==> src/rtl/handshake_pkg.sv <==
// Shared constants for the valid/ready register slice: state codes and default payload width.
// The state codes double as the occupancy output encoding.
package handshake_pkg;

   localparam int DEFAULT_WORD_WIDTH = 8;

   // Each state code equals the number of words held.
   localparam logic [1:0] ST_EMPTY = 2'd0;
   localparam logic [1:0] ST_BUSY  = 2'd1;
   localparam logic [1:0] ST_FULL  = 2'd2;

endpackage

==> src/rtl/handshake_en_reg.sv <==
// Payload register with load enable and synchronous active-low clear.
// Used as both the output register and the skid register of the slice.
module handshake_en_reg #(
   parameter int WIDTH = 8
) (
   input  logic             clk,
   input  logic             rst_n,
   input  logic             en_i,
   input  logic [WIDTH-1:0] d_i,
   output logic [WIDTH-1:0] q_o
);

   logic [WIDTH-1:0] data_q;

   // NOTE: clocked state uses non-blocking assignments so every flop samples pre-edge values.
   always_ff @(posedge clk) begin
      if (!rst_n)    data_q <= '0;
      else if (en_i) data_q <= d_i;
   end

   assign q_o = data_q;

endmodule

==> src/rtl/handshake_skid_ready_slice.sv <==
// Full valid/ready register slice: all outputs come from flops, and a one-entry skid
// register catches the word accepted in the cycle before registered up_ready falls.
module handshake_skid_ready_slice
   import handshake_pkg::*;
#(
   parameter int WORD_WIDTH = DEFAULT_WORD_WIDTH
) (
   input  logic                  clk,
   input  logic                  rst_n,
   input  logic                  up_valid,
   input  logic [WORD_WIDTH-1:0] up_data,
   output logic                  up_ready,
   output logic                  down_valid,
   output logic [WORD_WIDTH-1:0] down_data,
   input  logic                  down_ready,
   output logic [1:0]            occupancy
);

   logic [1:0]            state_q, state_d;
   logic                  up_ready_q;
   logic                  down_valid_q;
   logic                  out_load, skid_load;
   logic [WORD_WIDTH-1:0] out_d;
   logic [WORD_WIDTH-1:0] skid_q;
   logic                  ins, rem;

   assign ins = up_valid & up_ready_q;
   assign rem = down_valid_q & down_ready;

   // NOTE: every always_comb output gets a default first so no path leaves it unassigned (no latch).
   always_comb begin
      state_d   = state_q;
      out_load  = 1'b0;
      skid_load = 1'b0;
      case (state_q)
         ST_EMPTY: begin
            if (ins) begin
               out_load = 1'b1;
               state_d  = ST_BUSY;
            end
         end
         ST_BUSY: begin
            if (ins && rem) begin
               out_load = 1'b1;
            end else if (ins) begin
               skid_load = 1'b1;
               state_d   = ST_FULL;
            end else if (rem) begin
               state_d = ST_EMPTY;
            end
         end
         ST_FULL: begin
            if (rem) begin
               out_load = 1'b1;
               state_d  = ST_BUSY;
            end
         end
         default: state_d = ST_EMPTY;
      endcase
   end

   // In FULL the output register refills from the skid; otherwise from upstream.
   assign out_d = (state_q == ST_FULL) ? skid_q : up_data;

   always_ff @(posedge clk) begin
      if (!rst_n) begin
         state_q      <= ST_EMPTY;
         up_ready_q   <= 1'b0;
         down_valid_q <= 1'b0;
      end else begin
         state_q      <= state_d;
         up_ready_q   <= (state_d != ST_FULL);
         down_valid_q <= (state_d != ST_EMPTY);
      end
   end

   handshake_en_reg #(.WIDTH(WORD_WIDTH)) u_out_reg (
      .clk   (clk),
      .rst_n (rst_n),
      .en_i  (out_load),
      .d_i   (out_d),
      .q_o   (down_data)
   );

   handshake_en_reg #(.WIDTH(WORD_WIDTH)) u_skid_reg (
      .clk   (clk),
      .rst_n (rst_n),
      .en_i  (skid_load),
      .d_i   (up_data),
      .q_o   (skid_q)
   );

   assign up_ready   = up_ready_q;
   assign down_valid = down_valid_q;
   assign occupancy  = state_q;

endmodule

==> config.mk <==
export PLATFORM = sky130hd
export DESIGN_NAME = handshake_skid_ready_slice
export DESIGN_NICKNAME = d
export VERILOG_FILES = /design/src/rtl/handshake_pkg.sv /design/src/rtl/handshake_en_reg.sv /design/src/rtl/handshake_skid_ready_slice.sv
export SDC_FILE = /design/constraint.sdc
export NUM_CORES = 1
export LEC_CHECK = 0
export CAP_MARGIN = 5
export CORE_MARGIN = 1.5
export CORE_UTILIZATION = 39
export CTS_BUF_LIST = sky130_fd_sc_hd__clkbuf_8
export CTS_CLUSTER_SIZE = 25
export DETAILED_ROUTE_END_ITERATION = 10
export PLACE_DENSITY_LB_ADDON = 0.2
export SLEW_MARGIN = 20
export SYNTH_ARGS = -nofsm -noshare
export SYNTH_HDL_FRONTEND = slang
export SYNTH_HIERARCHICAL = 1
export SYNTH_SLANG_ARGS = --single-unit
==> constraint.sdc <==
create_clock -name clk -period 1.4 [get_ports clk]
set_clock_uncertainty 0.1 [all_clocks]
set_input_delay 0.28 -clock clk [delete_from_list [all_inputs] [get_ports clk]]
set_output_delay 0.28 -clock clk [all_outputs]
set_load 0.005 [all_outputs]
==> impl_metrics.json <==
{
  "status": "complete, but fails checks",
  "failed_checks": "negative setup slack",
  "crit_chain": "nand2_2 > o32ai_4 > buf_6 > mux2i_2 > nor2b_1",
  "std_cell_rows": 17,
  "syn_nets": 111,
  "rsz0062_at_grt": "true",
  "drt-wirelength-per-cell_microns": 12.9,
  "first_iter_violations": 6,
  "post-place-ws_ps": -519,
  "min_period_ps": 1430,
  "p_per_area_mw_per_mm2": 930,
  "via_per_inst": 4.80,
  "setup.worst_path.end_class": "register",
  "syn2layout_area_growth_pct": 51.3,
  "dr.pass1.iters": 4,
  "fp.dieArea_sq_mm": 0.00262,
  "synth_most_common_cell": "nand2_1",
  "design_area_sq_mm": 0.00137,
  "yosysTopAreaCellShare_pct": 44.1,
  "synthCells": 99,
  "ff2ff_path_depth": 5,
  "gp_congestion": 0.749,
  "arrival_ps": 1480,
  "switching_share_pct": 23.1,
  "synth_cell_types": 20,
  "drc": 0,
  "hold_violations": 0,
  "drv_slew": 0,
  "die_w_microns": 51.2,
  "max_freq_mhz": 698,
  "ctsLongestPathBuffers": 2,
  "synthArstFlopShare_pct": 0,
  "grt_use_total_pct": 19.1,
  "synth_edf_count": 0,
  "power_frac_comb_pct": 17.8,
  "die_h_microns": 51.2,
  "postPlaceCellArea_sq_mm": 0.00124,
  "cts_sinks": 20,
  "maxSlewHeadroom_pct": 83.6,
  "critPathMaxStageDelay_ps": 370,
  "synthTopCellsByCount": "nand2_1 (27), dfxtp_1 (20), nor2b_1 (17)",
  "grt_pass1_vias": 796,
  "cp_max_fo": 8,
  "total_power_w": 0.00128,
  "grt_max_degree": 18,
  "core_sq_mm": 0.00221,
  "avgSynthCellArea_sq_um": 9.16,
  "pwr-share-seq_pct": 48.2,
  "cts_made_buffers": 3,
  "path_delay_family": "flip-flops",
  "seq_area_frac_synth_pct": 44.1,
  "grt_pass1_wl_mm": 3.65,
  "overflow": 0,
  "io_pins": 24,
  "antenna_found_initial": 0,
  "cts_tree": "done",
  "fin_crit_sh_pct": 102,
  "portBuffers": 23,
  "postCtsHoldBufs": 0,
  "worst_setup_path_start_kind": "register",
  "stdcell_count": 165,
  "clock_latency_ps": 260,
  "fin_nets": 150,
  "num_antenna_cells": 0,
  "postRouteAntennaNets": 0,
  "drive_gt1_share_pct": 27.7,
  "internal_power_w": 0.000981,
  "synth-seq-cells": 20,
  "p_clk_share_pct": 34.0,
  "wirelength_mm": 2.13,
  "clk_pin_slew_ps": 70,
  "fin_setup_tns_ps": -35.8,
  "p_leak_nw": 0.595,
  "yosys-top-cells-area": "dfxtp_1 (44%), mux2i_1 (18%), nor2b_1 (12%)",
  "syn_area_sq_um": 907,
  "fin_ws_ps": -31.8,
  "critPathKind": "register to register",
  "initial_core_util_pct": 41.0,
  "num_vias": 792,
  "tightestPinTransition_ps": 243,
  "required_ps": 1450,
  "cts_root_buf": "clkbuf_8",
  "yosysTopAreaCell": "dfxtp_1",
  "ys.flop_type": "dfxtp_1",
  "switchingPower_w": 0.000295,
  "yosysWarnings": 6,
  "min_path_type": "input pin to register",
  "holdPathStages": 3,
  "crit_slowest_cell": "dfxtp_4",
  "setup_viol": 3,
  "htree_levels": 1,
  "max_cap_viol_count": 0,
  "crit_cells": 5,
  "ir_worst_vdd_v": 0.000858,
  "hpwl_mm": 1.41,
  "path_buf_inv": 1,
  "placed_cells": 158
}
==> power by group through the flow <==
stage | Sequential [W] | Combinational, W | Clock (W)
after floorplan | 0.000625 | 0.0000961 | 0
after global placement | 0.000624 | 0.000211 | 0
after detailed placement | 0.000625 | 0.000215 | 0
after CTS | 0.000613 | 0.000220 | 0.000454
after global routing | 0.000618 | 0.000246 | 0.000476
final | 0.000615 | 0.000228 | 0.000434
==> worst paths after layout <==
kind / endpoint / start / slack, ps
worst max-delay path: u_out_reg/q_o[7] / up_ready / -30
worst min-delay path: occupancy[0] / up_valid / 400
worst max register to register: u_out_reg/q_o[7] / up_ready / -30
worst min register to register: u_out_reg/q_o[1] / u_out_reg/q_o[1] / 410
==> worst register-to-register path, stage by stage (launching register included) <==
cell     delay, ps
dfxtp_4        370
nand2_2         80
o32ai_4        290
buf_6          190
mux2i_2        220
nor2b_1         70
==> cell type report <==
class                      count  area [sq um]
clock buffer                   4          55.1
fill                         191           840
inverter                       1          3.75
multi-input combinational     74           520
sequential                    20           418
tap                           28          35.0
timing repair buffer          38           340
==> layout by cell type, fill, tap and decap left out, types with 4 or more instances in the layout <==
cell,count
dfxtp_1,10
nand2_1,25
buf_6,4
mux2i_1,15
clkdlybuf4s50_1,9
dfxtp_2,8
nor2b_1,17
clkbuf_8,4
buf_4,11
dlygate4sd2_1,14
==> state kept, by name, summed over array words and instances, names as in the netlist <==
name,flops
u_out_reg/q_o,8
u_skid_reg/q_o,8
occupancy,2
down_valid,1
up_ready,1
==> cells by family (layout without fill, tap and decap cells) <==
logic type      count (synthesis)  after routing  share of synthesized area, %
compound gates                  8              8                          6.76
buf+inv                         5             43                          4.00
flops                          20             20                          44.1
mux                            16             16                          17.7
simple gates                   50             50                          27.4
==> stage by stage <==
stage	hold slack, ps	util, %
2_1_floorplan	308	-
3_3_place_gp	396	55.9
3_5_place_dp	408	55.9
4_1_cts	375	61.3
5_1_grt	426	62.0
6_report	396	62.0
==> layer usage <==
| layer | wire (microns) | vias up | global-route usage (%) |
|---|---|---|---|
| met4 | 16 | 0 | 6.58 |
| met1 | 958 | 368 | 23.1 |
| met5 | 0 | - | 0 |
| met3 | 78 | 2 | 4.68 |
| li1 | - | 406 | - |
| met2 | 1080 | 16 | 33.1 |
==> repair_timing <==
action	CTS	global route
gates resized for setup	35	5
setup buffers	3	0
pin swaps	1	1
setup endpoints to repair	28	18
cloned	0	0
No activity file was read; power rests on OpenSTA's default activity.
